--- src/rtl/i2c_pkg.sv ---
//==============================================================================
// Package  : i2c_pkg
// Purpose  : Definitions shared by the I2C target register block and the I2C
//            master wrapper. It holds the target FSM state encoding, the STATUS
//            register bit positions, the STATUS byte address, the ctrl bus
//            response codes, and a helper that packs the STATUS byte.
// Revision : 1.0 - initial release
//==============================================================================
`default_nettype none

package i2c_pkg;

    // Target-side bus FSM
    typedef enum logic [2:0] {
        ST_IDLE     = 3'd0,
        ST_ADDR     = 3'd1,
        ST_ADDR_ACK = 3'd2,
        ST_WR_BYTE  = 3'd3,
        ST_WR_ACK   = 3'd4,
        ST_RD_BYTE  = 3'd5,
        ST_RD_ACK   = 3'd6,
        ST_IGNORE   = 3'd7
    } i2c_state_t;

    // STATUS register layout
    localparam int STAT_WR_DONE = 0;
    localparam int STAT_BUSY    = 1;
    localparam int STAT_PTR_LSB = 4;

    localparam logic [7:0] REG_STATUS  = 8'h10;

    localparam logic [1:0] RESP_OKAY   = 2'b00;
    localparam logic [1:0] RESP_SLVERR = 2'b10;

    // Builds the STATUS byte: ptr in [7:4], busy in bit 1, wr_done in bit 0
    function automatic logic [7:0] status_byte(input logic [3:0] ptr,
                                               input logic       busy,
                                               input logic       wr_done);
        logic [7:0] v;
        v                              = 8'h00;
        v[STAT_PTR_LSB +: 4]           = ptr;
        v[STAT_BUSY]                   = busy;
        v[STAT_WR_DONE]                = wr_done;
        return v;
    endfunction

endpackage

`default_nettype wire

--- src/rtl/i2c_target_regs_if.sv ---
//==============================================================================
// Interface : i2c_target_regs_if
// Purpose   : System-side ctrl register bus of the I2C target register file.
// Signals   : ctrl_address[7:0]   byte address (0x00-0x0F regs, 0x10 STATUS)
//             ctrl_read           read request
//             ctrl_write          write request
//             ctrl_writedata[31:0] write data, [7:0] used
//             ctrl_byteenable[3:0] only bit 0 is honoured
//             ctrl_readdata[31:0] read data, [7:0] valid
//             ctrl_response[1:0]  OKAY / SLVERR
//             ctrl_waitrequest    stall
// Modports  : master (bus initiator), slave (register block)
// Revision  : 1.0 - initial release
//==============================================================================
`default_nettype none

interface i2c_target_regs_if;

    logic [7:0]  ctrl_address;
    logic        ctrl_read;
    logic        ctrl_write;
    logic [31:0] ctrl_writedata;
    logic [3:0]  ctrl_byteenable;
    logic [31:0] ctrl_readdata;
    logic [1:0]  ctrl_response;
    logic        ctrl_waitrequest;

    modport master (
        output ctrl_address,
        output ctrl_read,
        output ctrl_write,
        output ctrl_writedata,
        output ctrl_byteenable,
        input  ctrl_readdata,
        input  ctrl_response,
        input  ctrl_waitrequest
    );

    modport slave (
        input  ctrl_address,
        input  ctrl_read,
        input  ctrl_write,
        input  ctrl_writedata,
        input  ctrl_byteenable,
        output ctrl_readdata,
        output ctrl_response,
        output ctrl_waitrequest
    );

endinterface

`default_nettype wire

--- src/rtl/i2c_target_sync.sv ---
//==============================================================================
// Module   : i2c_target_sync
// Purpose  : Brings the asynchronous SCL/SDA pad inputs into the clk domain
//            and derives SCL edges plus START/STOP conditions.
// Ports    : clk, rst        system clock, synchronous active-high reset
//            scl_pad, sda_pad raw pad inputs
//            scl_rise        one-cycle pulse, SCL went 0->1
//            scl_fall        one-cycle pulse, SCL went 1->0
//            start           one-cycle pulse, SDA fell while SCL high
//            stop            one-cycle pulse, SDA rose while SCL high
//            sda             synchronised SDA level
// Revision : 1.0 - initial release
//==============================================================================
`default_nettype none

module i2c_target_sync (
    input  wire logic clk,
    input  wire logic rst,
    input  wire logic scl_pad,
    input  wire logic sda_pad,
    output logic      scl_rise,
    output logic      scl_fall,
    output logic      start,
    output logic      stop,
    output logic      sda
);

    logic [1:0] r_scl_sync;
    logic [1:0] r_sda_sync;
    logic       r_scl_d;
    logic       r_sda_d;
    logic       w_scl;
    logic       w_sda;

    // Reset to the idle bus level so no spurious edge or START is reported
    // while the synchronisers refill.
    always_ff @(posedge clk) begin
        if (rst) begin
            r_scl_sync <= 2'b11;
            r_sda_sync <= 2'b11;
            r_scl_d    <= 1'b1;
            r_sda_d    <= 1'b1;
        end else begin
            r_scl_sync <= {r_scl_sync[0], scl_pad};
            r_sda_sync <= {r_sda_sync[0], sda_pad};
            r_scl_d    <= r_scl_sync[1];
            r_sda_d    <= r_sda_sync[1];
        end
    end

    assign w_scl = r_scl_sync[1];
    assign w_sda = r_sda_sync[1];

    assign scl_rise = w_scl & ~r_scl_d;
    assign scl_fall = ~w_scl & r_scl_d;
    // SCL must be high in both the current and previous sample, so an SDA
    // change that lines up with an SCL edge is never taken as START/STOP.
    assign start    = w_scl & r_scl_d & r_sda_d & ~w_sda;
    assign stop     = w_scl & r_scl_d & ~r_sda_d & w_sda;
    assign sda      = w_sda;

endmodule

`default_nettype wire

--- src/rtl/i2c_target_regs.sv ---
//==============================================================================
// Module   : i2c_target_regs
// Purpose  : I2C target exposing a 16-byte register file at address DEV_ADDR.
//            The register file is also accessible from the system side through
//            the ctrl register bus. SCL is input-only (no clock stretching).
// Ports    : clk, rst   system clock, synchronous active-high reset
//            scl_i      SCL pad input
//            sda_i      SDA pad input
//            sda_o      SDA output value (always 0)
//            sda_t      SDA tristate, 1 = released, 0 = pull low
//            ctrl       ctrl register bus (slave modport)
//            irq        level interrupt, mirrors STATUS.wr_done
// Revision : 1.0 - initial release
//==============================================================================
`default_nettype none

module i2c_target_regs
    import i2c_pkg::*;
#(
    parameter logic [6:0] DEV_ADDR = 7'h3C
) (
    input  wire logic         clk,
    input  wire logic         rst,
    input  wire logic         scl_i,
    input  wire logic         sda_i,
    output logic              sda_o,
    output logic              sda_t,
    i2c_target_regs_if.slave  ctrl,
    output logic              irq
);

    //--------------------------------------------------------------------------
    // Pad synchronisation and bus event detection
    //--------------------------------------------------------------------------
    logic w_scl_rise;
    logic w_scl_fall;
    logic w_start;
    logic w_stop;
    logic w_sda;

    i2c_target_sync u_sync (
        .clk      (clk),
        .rst      (rst),
        .scl_pad  (scl_i),
        .sda_pad  (sda_i),
        .scl_rise (w_scl_rise),
        .scl_fall (w_scl_fall),
        .start    (w_start),
        .stop     (w_stop),
        .sda      (w_sda)
    );

    //--------------------------------------------------------------------------
    // State
    //--------------------------------------------------------------------------
    i2c_state_t r_state;
    logic [2:0] r_bit_cnt;
    logic [7:0] r_shift;
    logic [7:0] r_tx;
    logic [3:0] r_ptr;
    logic       r_first;
    logic       r_rw;
    logic       r_rd_more;
    logic       r_wrote;
    logic       r_wr_done;
    logic       r_sda_t;
    logic [7:0] r_regs [16];

    logic [7:0] w_byte;
    logic       w_busy;
    logic       w_ctrl_wr_reg;
    logic       w_ctrl_clr;

    // Byte completed by the bit arriving on this SCL rise
    assign w_byte = {r_shift[6:0], w_sda};
    assign w_busy = (r_state != ST_IDLE) && (r_state != ST_IGNORE);

    assign w_ctrl_wr_reg = ctrl.ctrl_write && ctrl.ctrl_byteenable[0] &&
                           (ctrl.ctrl_address[7:4] == 4'h0);
    assign w_ctrl_clr    = ctrl.ctrl_write && ctrl.ctrl_byteenable[0] &&
                           (ctrl.ctrl_address == REG_STATUS) &&
                           ctrl.ctrl_writedata[STAT_WR_DONE];

    //--------------------------------------------------------------------------
    // Bus FSM, register file and STATUS.wr_done.
    // The ctrl-side updates are written first so that a same-cycle I2C data
    // write or wr_done set, written later in the block, takes precedence.
    // In both ACK states r_sda_t doubles as the phase flag: still released at
    // an SCL fall means the ACK slot is starting, already low means it ends.
    //--------------------------------------------------------------------------
    always_ff @(posedge clk) begin
        if (rst) begin
            r_state   <= ST_IDLE;
            r_bit_cnt <= 3'd0;
            r_shift   <= 8'h00;
            r_tx      <= 8'h00;
            r_ptr     <= 4'h0;
            r_first   <= 1'b0;
            r_rw      <= 1'b0;
            r_rd_more <= 1'b0;
            r_wrote   <= 1'b0;
            r_wr_done <= 1'b0;
            r_sda_t   <= 1'b1;
            for (int i = 0; i < 16; i++) begin
                r_regs[i] <= 8'h00;
            end
        end else begin
            if (w_ctrl_wr_reg) begin
                r_regs[ctrl.ctrl_address[3:0]] <= ctrl.ctrl_writedata[7:0];
            end
            if (w_ctrl_clr) begin
                r_wr_done <= 1'b0;
            end

            if (w_start) begin
                // ptr is deliberately kept so a repeated START can read back
                // from the location set by the preceding write.
                r_state   <= ST_ADDR;
                r_bit_cnt <= 3'd0;
                r_rd_more <= 1'b0;
                r_sda_t   <= 1'b1;
            end else if (w_stop) begin
                r_state   <= ST_IDLE;
                r_rd_more <= 1'b0;
                r_sda_t   <= 1'b1;
                if (r_wrote) begin
                    r_wr_done <= 1'b1;
                    r_wrote   <= 1'b0;
                end
            end else begin
                case (r_state)
                    ST_IDLE: begin
                        r_sda_t <= 1'b1;
                    end

                    ST_ADDR: begin
                        if (w_scl_rise) begin
                            r_shift   <= w_byte;
                            r_bit_cnt <= r_bit_cnt + 3'd1;
                            if (r_bit_cnt == 3'd7) begin
                                if (r_shift[6:0] == DEV_ADDR) begin
                                    r_state <= ST_ADDR_ACK;
                                    r_rw    <= w_sda;
                                end else begin
                                    r_state <= ST_IGNORE;
                                end
                            end
                        end
                    end

                    ST_ADDR_ACK: begin
                        if (w_scl_fall) begin
                            if (r_sda_t) begin
                                r_sda_t <= 1'b0;
                            end else if (!r_rw) begin
                                r_state   <= ST_WR_BYTE;
                                r_first   <= 1'b1;
                                r_bit_cnt <= 3'd0;
                                r_sda_t   <= 1'b1;
                            end else begin
                                // The fall that ends the ACK also presents
                                // the MSB of the first read byte.
                                r_state   <= ST_RD_BYTE;
                                r_bit_cnt <= 3'd0;
                                r_sda_t   <= r_regs[r_ptr][7];
                                r_tx      <= {r_regs[r_ptr][6:0], 1'b1};
                            end
                        end
                    end

                    ST_WR_BYTE: begin
                        if (w_scl_rise) begin
                            r_shift   <= w_byte;
                            r_bit_cnt <= r_bit_cnt + 3'd1;
                            if (r_bit_cnt == 3'd7) begin
                                r_state <= ST_WR_ACK;
                                if (r_first) begin
                                    r_ptr   <= w_byte[3:0];
                                    r_first <= 1'b0;
                                end else begin
                                    r_regs[r_ptr] <= w_byte;
                                    r_ptr         <= r_ptr + 4'd1;
                                    r_wrote       <= 1'b1;
                                end
                            end
                        end
                    end

                    ST_WR_ACK: begin
                        if (w_scl_fall) begin
                            if (r_sda_t) begin
                                r_sda_t <= 1'b0;
                            end else begin
                                r_sda_t   <= 1'b1;
                                r_state   <= ST_WR_BYTE;
                                r_bit_cnt <= 3'd0;
                            end
                        end
                    end

                    ST_RD_BYTE: begin
                        // MSB is already on the line at entry; each fall
                        // presents the next bit, the eighth fall releases.
                        if (w_scl_fall) begin
                            if (r_bit_cnt == 3'd7) begin
                                r_sda_t   <= 1'b1;
                                r_state   <= ST_RD_ACK;
                                r_bit_cnt <= 3'd0;
                                r_rd_more <= 1'b0;
                            end else begin
                                r_sda_t   <= r_tx[7];
                                r_tx      <= {r_tx[6:0], 1'b1};
                                r_bit_cnt <= r_bit_cnt + 3'd1;
                            end
                        end
                    end

                    ST_RD_ACK: begin
                        if (w_scl_rise) begin
                            if (!w_sda) begin
                                r_ptr     <= r_ptr + 4'd1;
                                r_rd_more <= 1'b1;
                            end else begin
                                r_state <= ST_IGNORE;
                            end
                        end else if (w_scl_fall && r_rd_more) begin
                            // ptr was advanced on the ACK rise
                            r_state   <= ST_RD_BYTE;
                            r_rd_more <= 1'b0;
                            r_bit_cnt <= 3'd0;
                            r_sda_t   <= r_regs[r_ptr][7];
                            r_tx      <= {r_regs[r_ptr][6:0], 1'b1};
                        end
                    end

                    ST_IGNORE: begin
                        r_sda_t <= 1'b1;
                    end

                    default: begin
                        r_state <= ST_IDLE;
                        r_sda_t <= 1'b1;
                    end
                endcase
            end
        end
    end

    assign sda_o = 1'b0;
    assign sda_t = r_sda_t;
    assign irq   = r_wr_done;

    //--------------------------------------------------------------------------
    // ctrl read path: one wait state, registered data and response.
    // A write in the same cycle as a read suppresses the read.
    //--------------------------------------------------------------------------
    logic       r_rd_ack;
    logic [7:0] r_readdata;
    logic [1:0] r_resp;
    logic       w_rd_wait;
    logic [7:0] w_rd_data;
    logic [1:0] w_rd_resp;

    assign w_rd_wait = ctrl.ctrl_read && !ctrl.ctrl_write && !r_rd_ack;

    always_comb begin
        w_rd_data = 8'h00;
        w_rd_resp = RESP_OKAY;
        if (ctrl.ctrl_address[7:4] == 4'h0) begin
            w_rd_data = r_regs[ctrl.ctrl_address[3:0]];
        end else if (ctrl.ctrl_address == REG_STATUS) begin
            w_rd_data = status_byte(r_ptr, w_busy, r_wr_done);
        end else begin
            w_rd_resp = RESP_SLVERR;
        end
    end

    always_ff @(posedge clk) begin
        if (rst) begin
            r_rd_ack   <= 1'b0;
            r_readdata <= 8'h00;
            r_resp     <= RESP_OKAY;
        end else begin
            r_rd_ack <= w_rd_wait;
            if (w_rd_wait) begin
                r_readdata <= w_rd_data;
                r_resp     <= w_rd_resp;
            end
        end
    end

    assign ctrl.ctrl_readdata    = {24'h000000, r_readdata};
    assign ctrl.ctrl_response    = r_resp;
    assign ctrl.ctrl_waitrequest = w_rd_wait;

    // Bits of the ctrl bus that carry no meaning for this block
    logic w_unused_ctrl;
    assign w_unused_ctrl = ^{ctrl.ctrl_writedata[31:8], ctrl.ctrl_byteenable[3:1]};

endmodule

`default_nettype wire

--- src/flat_wrapper.sv ---
// flat-port wrapper written by rule: the top's interface ports become plain ports
module i2c_target_regs_flat import i2c_pkg::*;
#(
    parameter logic [6:0] DEV_ADDR = 7'h3C
)
  (clk, rst, scl_i, sda_i, sda_o, sda_t, irq, ctrl_ctrl_address, ctrl_ctrl_read, ctrl_ctrl_write, ctrl_ctrl_writedata, ctrl_ctrl_byteenable, ctrl_ctrl_readdata, ctrl_ctrl_response, ctrl_ctrl_waitrequest);
  i2c_target_regs_if ctrl_i ();
  input  wire logic clk;
  input  wire logic rst;
  input  wire logic scl_i;
  input  wire logic sda_i;
  output logic sda_o;
  output logic sda_t;
  output logic irq;
  input wire logic [$bits(ctrl_i.ctrl_address)-1:0] ctrl_ctrl_address;
  input wire logic [$bits(ctrl_i.ctrl_read)-1:0] ctrl_ctrl_read;
  input wire logic [$bits(ctrl_i.ctrl_write)-1:0] ctrl_ctrl_write;
  input wire logic [$bits(ctrl_i.ctrl_writedata)-1:0] ctrl_ctrl_writedata;
  input wire logic [$bits(ctrl_i.ctrl_byteenable)-1:0] ctrl_ctrl_byteenable;
  output wire logic [$bits(ctrl_i.ctrl_readdata)-1:0] ctrl_ctrl_readdata;
  output wire logic [$bits(ctrl_i.ctrl_response)-1:0] ctrl_ctrl_response;
  output wire logic [$bits(ctrl_i.ctrl_waitrequest)-1:0] ctrl_ctrl_waitrequest;
  assign ctrl_i.ctrl_address = ctrl_ctrl_address;
  assign ctrl_i.ctrl_read = ctrl_ctrl_read;
  assign ctrl_i.ctrl_write = ctrl_ctrl_write;
  assign ctrl_i.ctrl_writedata = ctrl_ctrl_writedata;
  assign ctrl_i.ctrl_byteenable = ctrl_ctrl_byteenable;
  assign ctrl_ctrl_readdata = ctrl_i.ctrl_readdata;
  assign ctrl_ctrl_response = ctrl_i.ctrl_response;
  assign ctrl_ctrl_waitrequest = ctrl_i.ctrl_waitrequest;
  i2c_target_regs #(.DEV_ADDR(DEV_ADDR)) u_core (.clk(clk), .rst(rst), .scl_i(scl_i), .sda_i(sda_i), .sda_o(sda_o), .sda_t(sda_t), .ctrl(ctrl_i), .irq(irq));
endmodule
--- config.mk ---
export PLATFORM = sky130hd
export DESIGN_NAME = i2c_target_regs_flat
export DESIGN_NICKNAME = d
export VERILOG_FILES = /design/src/rtl/i2c_pkg.sv /design/src/rtl/i2c_target_regs_if.sv /design/src/rtl/i2c_target_sync.sv /design/src/rtl/i2c_target_regs.sv /design/src/flat_wrapper.sv
export SDC_FILE = /design/constraint.sdc
export NUM_CORES = 1
export LEC_CHECK = 0
export ABC_CLOCK_PERIOD_IN_PS = 2750
export BUFFER_PORTS_ARGS = -buffer_cell sky130_fd_sc_hd__buf_2
export CAP_MARGIN = 10
export CORE_ASPECT_RATIO = 1.4
export CORE_MARGIN = 2
export CORE_UTILIZATION = 32
export CTS_CLUSTER_SIZE = 16
export DETAILED_ROUTE_END_ITERATION = 8
export PLACE_DENSITY = 0.56
export SYNTH_ARGS = -nofsm -noshare
export SYNTH_HDL_FRONTEND = slang
export SYNTH_SLANG_ARGS = --single-unit
--- constraint.sdc ---
create_clock -name clk -period 2.75 [get_ports clk]
set_input_delay 0.275 -clock clk [delete_from_list [all_inputs] [get_ports clk]]
set_output_delay 0.275 -clock clk [all_outputs]
set_load 0.01 [all_outputs]
Word level (Yosys, flattened, before mapping)

Memories as Yosys holds them, arrays and structs flattened. A register that Yosys moved wholly into a read port is not among the register bits.
Index checks and enable logic that the tools add are counted.

Flip-flop bits (word level): 48
RAM bits: 128
Input port bits: 50
Logic and storage cells: 219
Memories kept: 1

Add/sub/neg operators: 2
Equal/unequal tests: 47
Muxes and demuxes: 95
Bitwise operators: 13
Reduce and logical (&&, ||, !) cells: 42

Memories:

| name          | words | width | rd ports | clocked after memory_dff | wr ports | RTL line              | RTL |
|---|---|---|---|---|---|---|---|
| u_core.r_regs | 16    | 8     | 2        | 1                        | 16       | i2c_target_regs.sv:67 | `logic [7:0] r_regs [16];` |

Operator list:

| operator                                       | number |
|---|---|
| 2-to-1 mux 8 bit                               | 11 |
| 2-to-1 mux 3 bit                               | 22 |
| 2-to-1 mux 1 bit                               | 44 |
| 2-to-1 mux 4 bit                               | 9 |
| AND reduction 13 bit                           | 2 |
| != test 4 x 3 -> 1 bit (second input constant) | 6 |
| one-hot mux 8 bit (3 select lines)             | 1 |
| != test 2 bit (second input constant)          | 11 |
| != test 2 x 1 -> 1 bit (second input constant) | 10 |
| one-hot mux 3 bit (6 select lines)             | 1 |
| != test 4 bit (second input constant)          | 4 |
| AND reduction 8 bit                            | 2 |
| OR reduction 8 bit                             | 2 |
| == test 3 bit (second input constant)          | 5 |
| one-hot mux 3 bit (4 select lines)             | 1 |
| AND reduction 6 bit                            | 2 |
| nonzero test 2 bit                             | 6 |
| AND reduction 10 bit                           | 1 |
| AND reduction 5 bit                            | 2 |
| != test 3 bit (second input constant)          | 3 |
| == test 8 x 5 -> 1 bit (second input constant) | 1 |
| logical AND 1 bit                              | 8 |
| one-hot mux 4 bit (2 select lines)             | 1 |
| nonzero test 8 bit                             | 1 |
| other kinds (24)                               | 43 |

Longest topological paths before layout

Word-level depth: 10
Mapped depth: 9
Gate-level depth less buffers: 7

Cells and area by module

From an unflattened synthesis, not the netlist that was laid out.

Cell total of the unflattened synthesis: 1,133
Area total of the unflattened synthesis: 10,998.0 µm²

By module, submodules not included:

| module          | instances | cells each | area each (µm²) |
|---|---|---|---|
| i2c_target_regs | 1         | 1,117      | 10,807.9 |
| i2c_target_sync | 1         | 16         | 190.2 |

Least setup slack after synthesis

OpenSTA, ideal clock, no wires.

Path type: register to register
Start point: reg u_core.r_bit_cnt[0]
End point: mem u_core.r_regs[12][0] (enable)
Library setup time: 0.329 ns
Arrival time: 2.055 ns
Required time: 2.421 ns
Setup slack: 0.366 ns
Cell stages (with the launch flop): 9
Buffers on the path: 2
Clock period less this slack: 2.384 ns
Cell sequence: dfxtp_1 -> ha_1 -> ha_1 -> nand4bb_2 -> nor4b_4 -> buf_8 -> nand4_4 -> buf_6 -> nand2_1

RTL lines:

| element                | RTL line               | RTL |
|---|---|---|
| from (decl)            | i2c_target_regs.sv:57  | `logic [2:0] r_bit_cnt;` |
| from (signal assigned) | i2c_target_regs.sv:139 | `r_bit_cnt <= r_bit_cnt + 3'd1;` |
| from (signal assigned) | i2c_target_regs.sv:174 | `r_bit_cnt <= r_bit_cnt + 3'd1;` |
| from (signal assigned) | i2c_target_regs.sv:213 | `r_bit_cnt <= r_bit_cnt + 3'd1;` |
| to (decl)              | i2c_target_regs.sv:67  |  |

==> flow_summary.toml <==
[route]
wl_met1_um = 12400
drc_errors = 0
dr.pass1.iters = 6
vias = 8475
wl_met3_um = 2000
top_layer_used = "met5"
wl_per_cell_um = 22.8
drtIter0Drc = 712
wl_met2_um = 17900
ant_nets = 0
avgViaCountPerCell = 5.55
drt-total-wl_um = 34800

[synthesis]
ys_ff_latch = 179
yosysTopAreaCellShare_pct = 35.2
synth.area.top_cells = "edfxtp_1 35%, mux4_2 13%, dfxtp_1 9.4%, o21ai_0 5.3%, nand3_1 4.5%"
synth_top_area_cell = "edfxtp_1"
ys_async_sr_fraction_pct = 0
synth_flop_cell = "edfxtp_1"
synth_seq_area_share_pct = 44.6
synthDistinctLibCells = 80
avgSynthCellArea_um2 = 10.4
syn_inst = 1052
synth-edff-count = 128
yosys_warnings = 0
synth_area_mm2 = 0.0109

[placed_design]
hpwl_um = 25400
place_congestion = 0.887
port_buffers = 34
placed_cell_area_mm2 = 0.0115

[sta]
tightest_slew_ps = 775
hold_violations = 0
max_freq_ghz = 0.382
fin_skew_ps = 13.6
finalCriticalPeriod_ps = 2620
timing.setup.tns_ps = 0
slew_viol_final = 0
layout_worst_path_cycle_share_pct = 95.2
slew_headroom_pct = 48.1
rsz0062_at_grt = "false"
setup_viol = 0

[finish]
fin_nets = 1123
fin_area_mm2 = 0.0122
drive_above_1_share_pct = 21.1
fill_cells = 3400
syn_to_final_growth_pct = 11.5

[cts]
path_clk_slew_ps = 70
htreeDepth = 4
clk_latency_ps = 460
cts_tree = "done"
cts-root-buf = "clkbuf_16"
clock-sinks = 179
ctsLongestPathBuffers = 2
numCtsBuffers = 17

[die]
coreArea_mm2 = 0.0338
fp.dieW_um = 160
ios = 88
rows = 80
die-area_mm2 = 0.0356
start_util_pct = 32.2
chipHeight_um = 222

[critical_path]
worstPathRequired_ps = 2850
cp.arrival_ps = 2720
critPathLaunchType = "register"
cp-end-kind = "register"
path_class = "register to register"
crit_fanout = 17

[power_and_ir_drop]
leakage_uw = 0.00388
powerDensity_mw_per_mm2 = 586
irDropWorstVdd_mv = 0.360

[grt]
grt_pass1_wl_um = 51700
grt_max_degree = 40
groute.usage.overall_pct = 19.8
antenna_found_initial = 3
grt-ovfl-total = 0
grt_pass1_vias = 8440

[flow_run]
drv_cap = 0

[worst_hold_path]
hp-class = "input port to register"

[run_status]
status = "finished, final reports clean"
==> path summary, 6_finish.rpt <==
kind,start,to,slack [ps],cells after the start
max reg2reg,u_core.r_state[1],u_core.r_regs[9][5],130,6
min,ctrl_ctrl_byteenable[0],u_core.irq,200,4
max,u_core.r_state[1],u_core.r_regs[9][5],130,6
min reg2reg,u_core.u_sync.r_sda_sync[0],u_core.u_sync.r_sda_sync[1],410,1
==> synth_stat cells (3+ instances only) <==
library cell	number
a311oi_1	7
nor2b_1	8
nand4_1	4
nand2_1	116
o21ai_0	115
buf_6	6
mux4_2	62
a211oi_1	9
nand2b_1	7
clkbuf_1	46
nand4b_1	5
dfxtp_1	51
nor3_2	4
ha_1	11
nand3_1	99
edfxtp_1	128
a21boi_0	3
inv_1	16
nand3_4	9
nor4_1	3
mux2i_1	14
nor2_1	71
and3_1	4
buf_4	29
nor3_1	20
a21oi_1	29
o21ai_1	23
a22oi_1	33
or3_1	7
buf_1	9
or2_2	7
o31ai_1	4
buf_2	31
==> metal layers <==
| layer | track usage [%] | up-vias |
|---|---|---|
| li1 | - | 3913 |
| met1 | 21.7 | 4111 |
| met2 | 34.7 | 343 |
| met3 | 3.32 | 104 |
| met4 | 14.1 | 4 |
| met5 | 0 | - |
==> critical path, stage by stage (launching register included) <==
cell and delay [ps]:
dfxtp_1 480, ha_1 360, nand4bb_2 220, nor4b_4 350
buf_12 230, nand3_4 200, nand2_1 410
==> cell type report <==
type	count	area, um2	area share [%]
Multi-Input combinational cell	754	5380	44.3
Sequential cell	179	4870	40.0
Timing Repair Buffer	93	668	5.49
Tap cell	451	564	4.64
Clock buffer	19	433	3.56
Clock inverter	12	181	1.49
Inverter	17	63.8	0.525
Antenna cell	1	2.50	0.0206
==> sequential cells by signal, summed over array words and instances, names as in the netlist, 2 cells and up, named ones only <==
signal                    flops
u_core.r_regs               128
u_core.r_readdata             8
u_core.r_tx                   8
u_core.r_shift                7
u_core.r_ptr                  4
u_core.r_bit_cnt              3
u_core.r_state                3
u_core.u_sync.r_scl_sync      2
u_core.u_sync.r_sda_sync      2
==> layout by cell type (no fill, tap or decap), drive strengths merged, types with 3 or more instances in the layout <==
cell type  Yosys  layout
clkinvlp       0       3
nor2b          8       8
a21oi         29      29
nand3        108     108
nor4           4       4
buf           76      91
a211oi         9       9
o21ai        138     138
and3           4       4
and3b          4       4
nand4          6       6
nand2b         7       7
o31ai          4       4
a22oi         33      33
clkbuf        51      19
nor2          71      71
ha            11      11
inv           16      18
edfxtp       128     128
nor3          26      26
clkinv         1       4
a311oi         7       7
mux2i         14      14
conb           1      26
or3            8       8
dfxtp         51      51
bufinv         0       4
or2            7       7
mux4          62      62
nand4b         5       5
a21boi         4       4
nand2        116     116
==> logic make-up (layout without fill, tap and decap cells) <==
family                     count (synthesis)  count (layout)  share of synthesized area [%]
AOI/OAI and AO/OA                        249             249                           13.7
xor gates and xnor gates                   1               1                         0.0803
adders and majority gates                 11              11                           1.26
buffers and inverters                    144             141                           7.07
DFF                                      179             179                           44.6
muxes                                     78              78                           14.3
other                                      1              27                         0.0344
and+or+nand+nor                          389             389                           19.0
==> stage by stage <==
| step | power, uW | std cells | utilization [%] | setup slack, ps | hold slack [ps] |
|---|---|---|---|---|---|
| 2_1_floorplan | 4170 | 1077 | - | 366 | 379 |
| 5_1_grt | 7380 | 1526 | 36.0 | 0.0602 | 235 |
| 4_1_cts | 7120 | 1525 | 35.9 | 99.9 | 191 |
| 3_5_place_dp | 4500 | 1492 | 34.0 | 114 | 405 |
| 3_3_place_gp | 4480 | 1492 | 34.0 | 169 | 393 |
| 6_report | 7120 | 1526 | 36.0 | 132 | 201 |
==> where the power goes <==
part / total (uW) / leakage (uW) / switching, uW / internal [uW]
logic: 1310 / 0.00196 / 799 / 507
clock network: 2650 / 0.000291 / 1130 / 1520
registers: 3170 / 0.00163 / 126 / 3040
total: 7120 / 0.00388 / 2050 / 5070
==> timing repair <==
| item | in CTS | in global routing |
|---|---|---|
| hold buffers | 2 | 0 |
| hold endpoints to repair | 2 | 0 |
| gates resized for setup | 0 | 3 |
| setup buffers | 0 | 0 |
| endpoints found under the setup margin | 0 | 15 |
(Power assumes the default switching activity.)
